### src/rtl/hazard_pkg.sv
// Shared types and constants for the hazard/stall controller.
package hazard_pkg;

  typedef enum logic {
    RUN      = 1'b0,
    MDU_BUSY = 1'b1
  } state_t;

  localparam int unsigned MULT_CYCLES_DEF = 4;
  localparam int unsigned DIV_CYCLES_DEF  = 32;
  localparam int unsigned STATS_W         = 16;

  function automatic logic [STATS_W-1:0] sat_inc(input logic [STATS_W-1:0] v,
                                                 input logic                en);
    return (en && (v != '1)) ? v + 1'b1 : v;
  endfunction

endpackage

### src/rtl/mdu_cycle_counter.sv
// Busy timer for the multi-cycle MDU: loaded at issue, counts down while busy.
module mdu_cycle_counter #(
  parameter int unsigned CNT_W = 6
) (
  input  logic             clk,
  input  logic             rst,
  input  logic             load,
  input  logic [CNT_W-1:0] load_val,
  input  logic             busy,
  output logic             done
);

  logic [CNT_W-1:0] cnt;

  always_ff @(posedge clk or posedge rst) begin
    if (rst) begin
      cnt <= '0;
    end else if (load) begin
      cnt <= load_val;
    end else if (busy && (cnt != '0)) begin
      cnt <= cnt - 1'b1;
    end
  end

  assign done = busy && (cnt == '0);

endmodule

### src/rtl/hazard_stall_controller.sv
// Load-use / MDU stall and branch flush sequencing for the 5-stage core.
// Optional HAZARD_STATS_EN adds saturating stall/flush event counters.
module hazard_stall_controller
  import hazard_pkg::*;
#(
  parameter int unsigned MULT_CYCLES = MULT_CYCLES_DEF,
  parameter int unsigned DIV_CYCLES  = DIV_CYCLES_DEF,
  parameter int unsigned CNT_W       = 6
) (
  input  logic       clk,
  input  logic       rst,
  input  logic [4:0] IF_ID_rs,
  input  logic [4:0] IF_ID_rt,
  input  logic       ID_uses_rt,
  input  logic [4:0] ID_EX_rt,
  input  logic       ID_EX_MemRead,
  input  logic       ID_is_mdu,
  input  logic       ID_is_div,
  input  logic       ID_reads_hilo,
  input  logic       EX_branch_taken,
  output logic       PCWrite,
  output logic       IF_ID_Write,
  output logic       IF_ID_Flush,
  output logic       ID_EX_Flush,
  output logic       mdu_start,
  output logic       mdu_busy
`ifdef HAZARD_STATS_EN
  ,
  output logic [STATS_W-1:0] load_stall_cnt,
  output logic [STATS_W-1:0] mdu_stall_cnt,
  output logic [STATS_W-1:0] flush_cnt
`endif
);

  state_t           state;
  state_t           state_nx;
  logic             load_hz;
  logic             mdu_hz;
  logic             stall;
  logic             branch;
  logic             cnt_done;
  logic [CNT_W-1:0] cnt_load_val;

  assign load_hz = ID_EX_MemRead && (ID_EX_rt != 5'd0) &&
                   ((ID_EX_rt == IF_ID_rs) || (ID_uses_rt && (ID_EX_rt == IF_ID_rt)));
  assign mdu_hz  = (state == MDU_BUSY) && (ID_is_mdu || ID_reads_hilo);

  // Outputs are forced to their reset values while rst is held, regardless of inputs.
  assign branch  = EX_branch_taken && !rst;
  assign stall   = (load_hz || mdu_hz) && !EX_branch_taken && !rst;

  always_comb begin
    PCWrite     = !stall;
    IF_ID_Write = !stall;
    IF_ID_Flush = branch;
    ID_EX_Flush = stall || branch;
    mdu_start   = (state == RUN) && ID_is_mdu && !load_hz && !EX_branch_taken && !rst;
    mdu_busy    = (state == MDU_BUSY) && !rst;
  end

  assign cnt_load_val = ID_is_div ? CNT_W'(DIV_CYCLES - 1) : CNT_W'(MULT_CYCLES - 1);

  mdu_cycle_counter #(
    .CNT_W(CNT_W)
  ) u_mdu_cycle_counter (
    .clk     (clk),
    .rst     (rst),
    .load    (mdu_start),
    .load_val(cnt_load_val),
    .busy    (state == MDU_BUSY),
    .done    (cnt_done)
  );

  always_comb begin
    state_nx = state;
    unique case (state)
      RUN:      if (mdu_start) state_nx = MDU_BUSY;
      MDU_BUSY: if (cnt_done)  state_nx = RUN;
      default:  state_nx = RUN;
    endcase
  end

  always_ff @(posedge clk or posedge rst) begin
    if (rst) begin
      state <= RUN;
    end else begin
      state <= state_nx;
    end
  end

`ifdef HAZARD_STATS_EN
  always_ff @(posedge clk or posedge rst) begin
    if (rst) begin
      load_stall_cnt <= '0;
      mdu_stall_cnt  <= '0;
      flush_cnt      <= '0;
    end else begin
      load_stall_cnt <= sat_inc(load_stall_cnt, stall && load_hz);
      mdu_stall_cnt  <= sat_inc(mdu_stall_cnt, stall && mdu_hz && !load_hz);
      flush_cnt      <= sat_inc(flush_cnt, EX_branch_taken);
    end
  end
`endif

endmodule

### config.mk
export PLATFORM = sky130hd
export DESIGN_NAME = hazard_stall_controller
export DESIGN_NICKNAME = d
export VERILOG_FILES = /design/src/rtl/hazard_pkg.sv /design/src/rtl/mdu_cycle_counter.sv /design/src/rtl/hazard_stall_controller.sv
export SDC_FILE = /design/constraint.sdc
export NUM_CORES = 1
export LEC_CHECK = 0
export CORE_AREA = 2 2 40 56
export DETAILED_ROUTE_END_ITERATION = 8
export DIE_AREA = 0 0 42 58
export HOLD_SLACK_MARGIN = 0.1
export PLACE_DENSITY = 0.8
export SLEW_MARGIN = 20
export SYNTH_ARGS = -nofsm -noshare
export SYNTH_HDL_FRONTEND = slang
export SYNTH_HIERARCHICAL = 1
export SYNTH_SLANG_ARGS = --single-unit
### constraint.sdc
create_clock -name clk -period 1.6 [get_ports clk]
set_input_delay 0.32 -clock clk [delete_from_list [all_inputs] [get_ports clk]]
set_output_delay 0.32 -clock clk [all_outputs]
set_load 0.03 [all_outputs]
==> metrics.sh, run 1 <==
LAYOUT_COMMON_CELLS='18 x buf_4, 14 x buf_6, 11 x dlygate4sd2_1'
SYNTH.YOSYS.SEQ_AREA_SHARE=0.260
CORE.ROWCOUNT=19
GROUTE.USAGE.OVERALL=0.203
CTS-HTREE-LEVELS=1
YOSYSWARNINGS=6
CTSROOTBUFFERMASTER='clkbuf_4'
SYNTH_TOP_AREA_SHARE=0.260
RSZ_0062_RAISED_AFTER_GLOBAL_ROUTING='yes'
HOLD_VIOL=0
FINAL_COMMON_CELL='buf_4'
CRITPATHREQUIREDTIME_PS=1280
DIE-WIDTH_UM=42
MIN_PERIOD_PS=2070
SYNTHFLOPTYPE='dfrtp_1'
DR.PASS1.ITERS=5
FINALMAXSLEWVIOLATIONS=0
NETLIST_INSTANCES=85
IRDROPWORSTVDD_V=0.000661
WORST_SLACK_AT_PLACEMENT_PS=-1070
GRT_FIRST_PASS_WIRELENGTH_UM=3680
LEAKAGEPOWER_nW=0.574
HOLD_CLASS='in2async'
HOLDBUFCOUNTCTS=0
MAX-CLOCK-PATH-BUFFERS=2
CHIPHEIGHT_UM=58
MIN_PERIOD_OVER_PERIOD=1.29
GLOBALPLACE.CONGESTION=0.828
INSERTEDDIODECOUNT=0
PLACED_CELLS=151
FINISH.NET_COUNT=165
SKEW_PS=8.30
CP_COMMON_CELL='buf_6'
SERIES_OF_CELL_INSTANCES_ALONG_THE_CRITICAL_PATH='buf_6 > or4_4 > o21ai_4 > inv_2 > buf_6 > a211oi_4 > buf_6'
SETUP_VIOL=10
SYNTH_ASYNC_SR_FLOP_SHARE=1.00
RUN_STATUS='finished, violations left'
BOUNDARYPINS=29
PATH_CLK_SLEW_PS=60
DPL.HPWL_UM=1600
TRITONCTS='yes'
DRT_WL_TOTAL_UM=2430
SYNTH.FF_LATCH_COUNT=7
NETLIST_AREA_UM2=674
SETUP.WORST_PATH.START_CLASS='primary input'
WORST-ENDPOINT-ARRIVAL_PS=1750
START_UTIL=0.350
ROUTE.VIAS.TOTAL=868
GRT_MAX_DEGREE=13
R2R_SLACK_PS=-60
R2R-START='state$_DFF_PP0_'
GRT_ANTENNA_BEFORE_REPAIR=0
SYN2LAYOUT_AREA_GROWTH_PCT=92.0
DRTITER0DRC=28
TRITONCTS_NUM_SINKS=7
POWER_mW=1.47
FMAXACHIEVABLE_GHz=0.483
ANTENNA_VIOLATING_NETS_POST_ROUTE=0
FINAL_CELL_COUNT_NO_FILL=160
TOTALNEGATIVESETUPSLACK_PS=-3440
REG2REGPATHDEPTH=4
FINAL.FILL_COUNT=152
CP_SLOWEST_CELL='or4_4'
PORT_BUFFERS=28
TIMING_WORST_SETUP_PATH_TYPE='in2out'
DELAY_OF_THE_SLOWEST_CELL_ON_THE_WORST_PATH_PS=530
WIRE_PER_INST_UM=15.2
CTS_INSERTED_BUFFERS=3
TIMING.CRITICAL_PATH.FANOUT_MAX=2
DRCVIOLATIONCOUNT=0
GLOBALROUTE.TOTALOVERFLOW=0
POSTLAYOUTCOREUTIL=0.673
CORE_AREA_UM2=1930
YOSYS-TOP-CELLS-AREA='dfrtp_1 26%, xnor2_1 13%, inv_1 4.5%, or4_1 4.5%, ha_1 3.7%'
PATH_BUF_INV=4
CLOCK_LATENCY_REPORTED_FOR_THE_LATE_SIDE_OF_THE_WORST_SKEW_PAIR_PS=260
CAP_VIOLATIONS=0
SETUP_SLACK_AFTER_LAYOUT_PS=-471
DIE_AREA_UM2=2440
SYNTH_LARGEST_AREA_CELL='dfrtp_1'
VIOLATIONS='negative setup slack'
R2R_END='u_mdu_cycle_counter/cnt[3]$_DFFE_PP0P_'
CP_CAPTURE_TYPE='output port'
VIASPERCELL=5.43
WORST_PATH_DOMINANT_CELL_FAMILY='simple AND/OR/NAND/NOR gates'
AVGSYNTHCELLAREA_UM2=7.93
POST_ROUTE_CELLS_DRIVE_ABOVE_1_SHARE=0.388
FIRST_GLOBAL_VIAS=880
P_PER_AREA_nW_PER_UM2=1130
NUMBER_OF_ENABLE_TYPE_REGISTER_CELLS_IN_THE_SYNTHESIZED_NETLIST=0
SYNTH_CELL_TYPE_COUNT=35
-- worst min-delay path: cells and delay by family --
kind     cells  cell delay (ps)
buf+inv      3              750
-- worst max path at each step --
stage	start	end	slack, ps	cells past startpoint
4_1_cts	ID_EX_rt[0]	mdu_start	-460	7
2_1_floorplan	ID_EX_rt[3]	u_mdu_cycle_counter/cnt[3]$_DFFE_PP0P_	-490	8
3_5_place_dp	ID_EX_rt[3]	ID_EX_Flush	-1070	6
5_1_grt	ID_EX_rt[0]	mdu_start	-490	7
3_3_place_gp	ID_EX_rt[3]	ID_EX_Flush	-1050	6
6_report	ID_EX_rt[0]	mdu_start	-470	7
-- power by group --
part / internal, mW / leakage [nW] / switching, mW / total [mW]
combinational: 0.475 / 0.478 / 0.491 / 0.965
clock: 0.0958 / 0.0150 / 0.0755 / 0.171
sequential: 0.272 / 0.0809 / 0.0571 / 0.329
-- timing repair --
| item | in CTS | in global routing |
|---|---|---|
| resized for setup | 51 | 11 |
| setup buffers | 4 | 2 |
| setup endpoints to repair | 10 | 11 |
| pin swaps | 23 | 6 |
-- cell families after synthesis --
logic type	after synthesis	synth area share
and+or+nand+nor	28	0.221
xor gates and xnor gates	10	0.130
muxes	1	0.0167
adders and majority gates	2	0.0371
buffers and inverters	13	0.0816
AOI/OAI and AO/OA	22	0.243
DFF	7	0.260
other	2	0.0111
-- state kept, by name, indices dropped and copies added (netlist names) --
name / flops
state: 1
u_mdu_cycle_counter/cnt: 6
-- Yosys cell counts (all sizes together), types with 3 or more instances --
library cell and number:
xnor2 10, inv 9, dfrtp 7, nor2 6, nand2 5, a21oi 4
or4 4, clkbuf 3, nand3 3, nor3 3, o21ai 3
-- final cells by class --
cell class	count	area, um2	area share
Tap cell	21	26.3	0.0203
Clock buffer	4	26.3	0.0203
Timing Repair Buffer	53	489	0.378
Multi-Input combinational cell	66	539	0.416
Inverter	9	38.8	0.0300
Sequential cell	7	175	0.135
-- routing by layer --
metal,up-vias,GRT usage,routed length (um)
met4,0,0.147,109
met2,45,0.413,1360
met5,-,0,0
li1,411,-,-
met1,400,0.170,804
met3,12,0.0280,150
-- per-stage QoR --
stage / cell area (um2) / hold slack [ps]
CTS: 1250 / 459
floorplan: 707 / 80.6
global route: 1290 / 498
global placement: 1120 / 579
finish: 1290 / 488
detailed placement: 1120 / 586
Power figures use the tool's default switching activity.
==> run 2, diff against run 1 <==
--- a/config.mk
+++ b/config.mk
@@ -5,11 +5,13 @@
 export SDC_FILE = /design/constraint.sdc
 export NUM_CORES = 1
 export LEC_CHECK = 0
+export ABC_CLOCK_PERIOD_IN_PS = 1600
 export CORE_AREA = 2 2 40 56
 export DETAILED_ROUTE_END_ITERATION = 8
 export DIE_AREA = 0 0 42 58
 export HOLD_SLACK_MARGIN = 0.1
 export PLACE_DENSITY = 0.8
+export SKIP_LAST_GASP = 1
 export SLEW_MARGIN = 20
 export SYNTH_ARGS = -nofsm -noshare
 export SYNTH_HDL_FRONTEND = slang
==> results of run 2 <==
Same layout as run 1: the final DEF is identical, and so are final timing and power.
==> run 3, diff against run 2 <==
--- a/config.mk
+++ b/config.mk
@@ -9,7 +9,7 @@
 export CORE_AREA = 2 2 40 56
 export DETAILED_ROUTE_END_ITERATION = 8
 export DIE_AREA = 0 0 42 58
-export HOLD_SLACK_MARGIN = 0.1
+export HOLD_SLACK_MARGIN = 0.02
 export PLACE_DENSITY = 0.8
 export SKIP_LAST_GASP = 1
 export SLEW_MARGIN = 20
==> results of run 3 <==
Same layout as run 1: the final DEF is identical, and so are final timing and power.
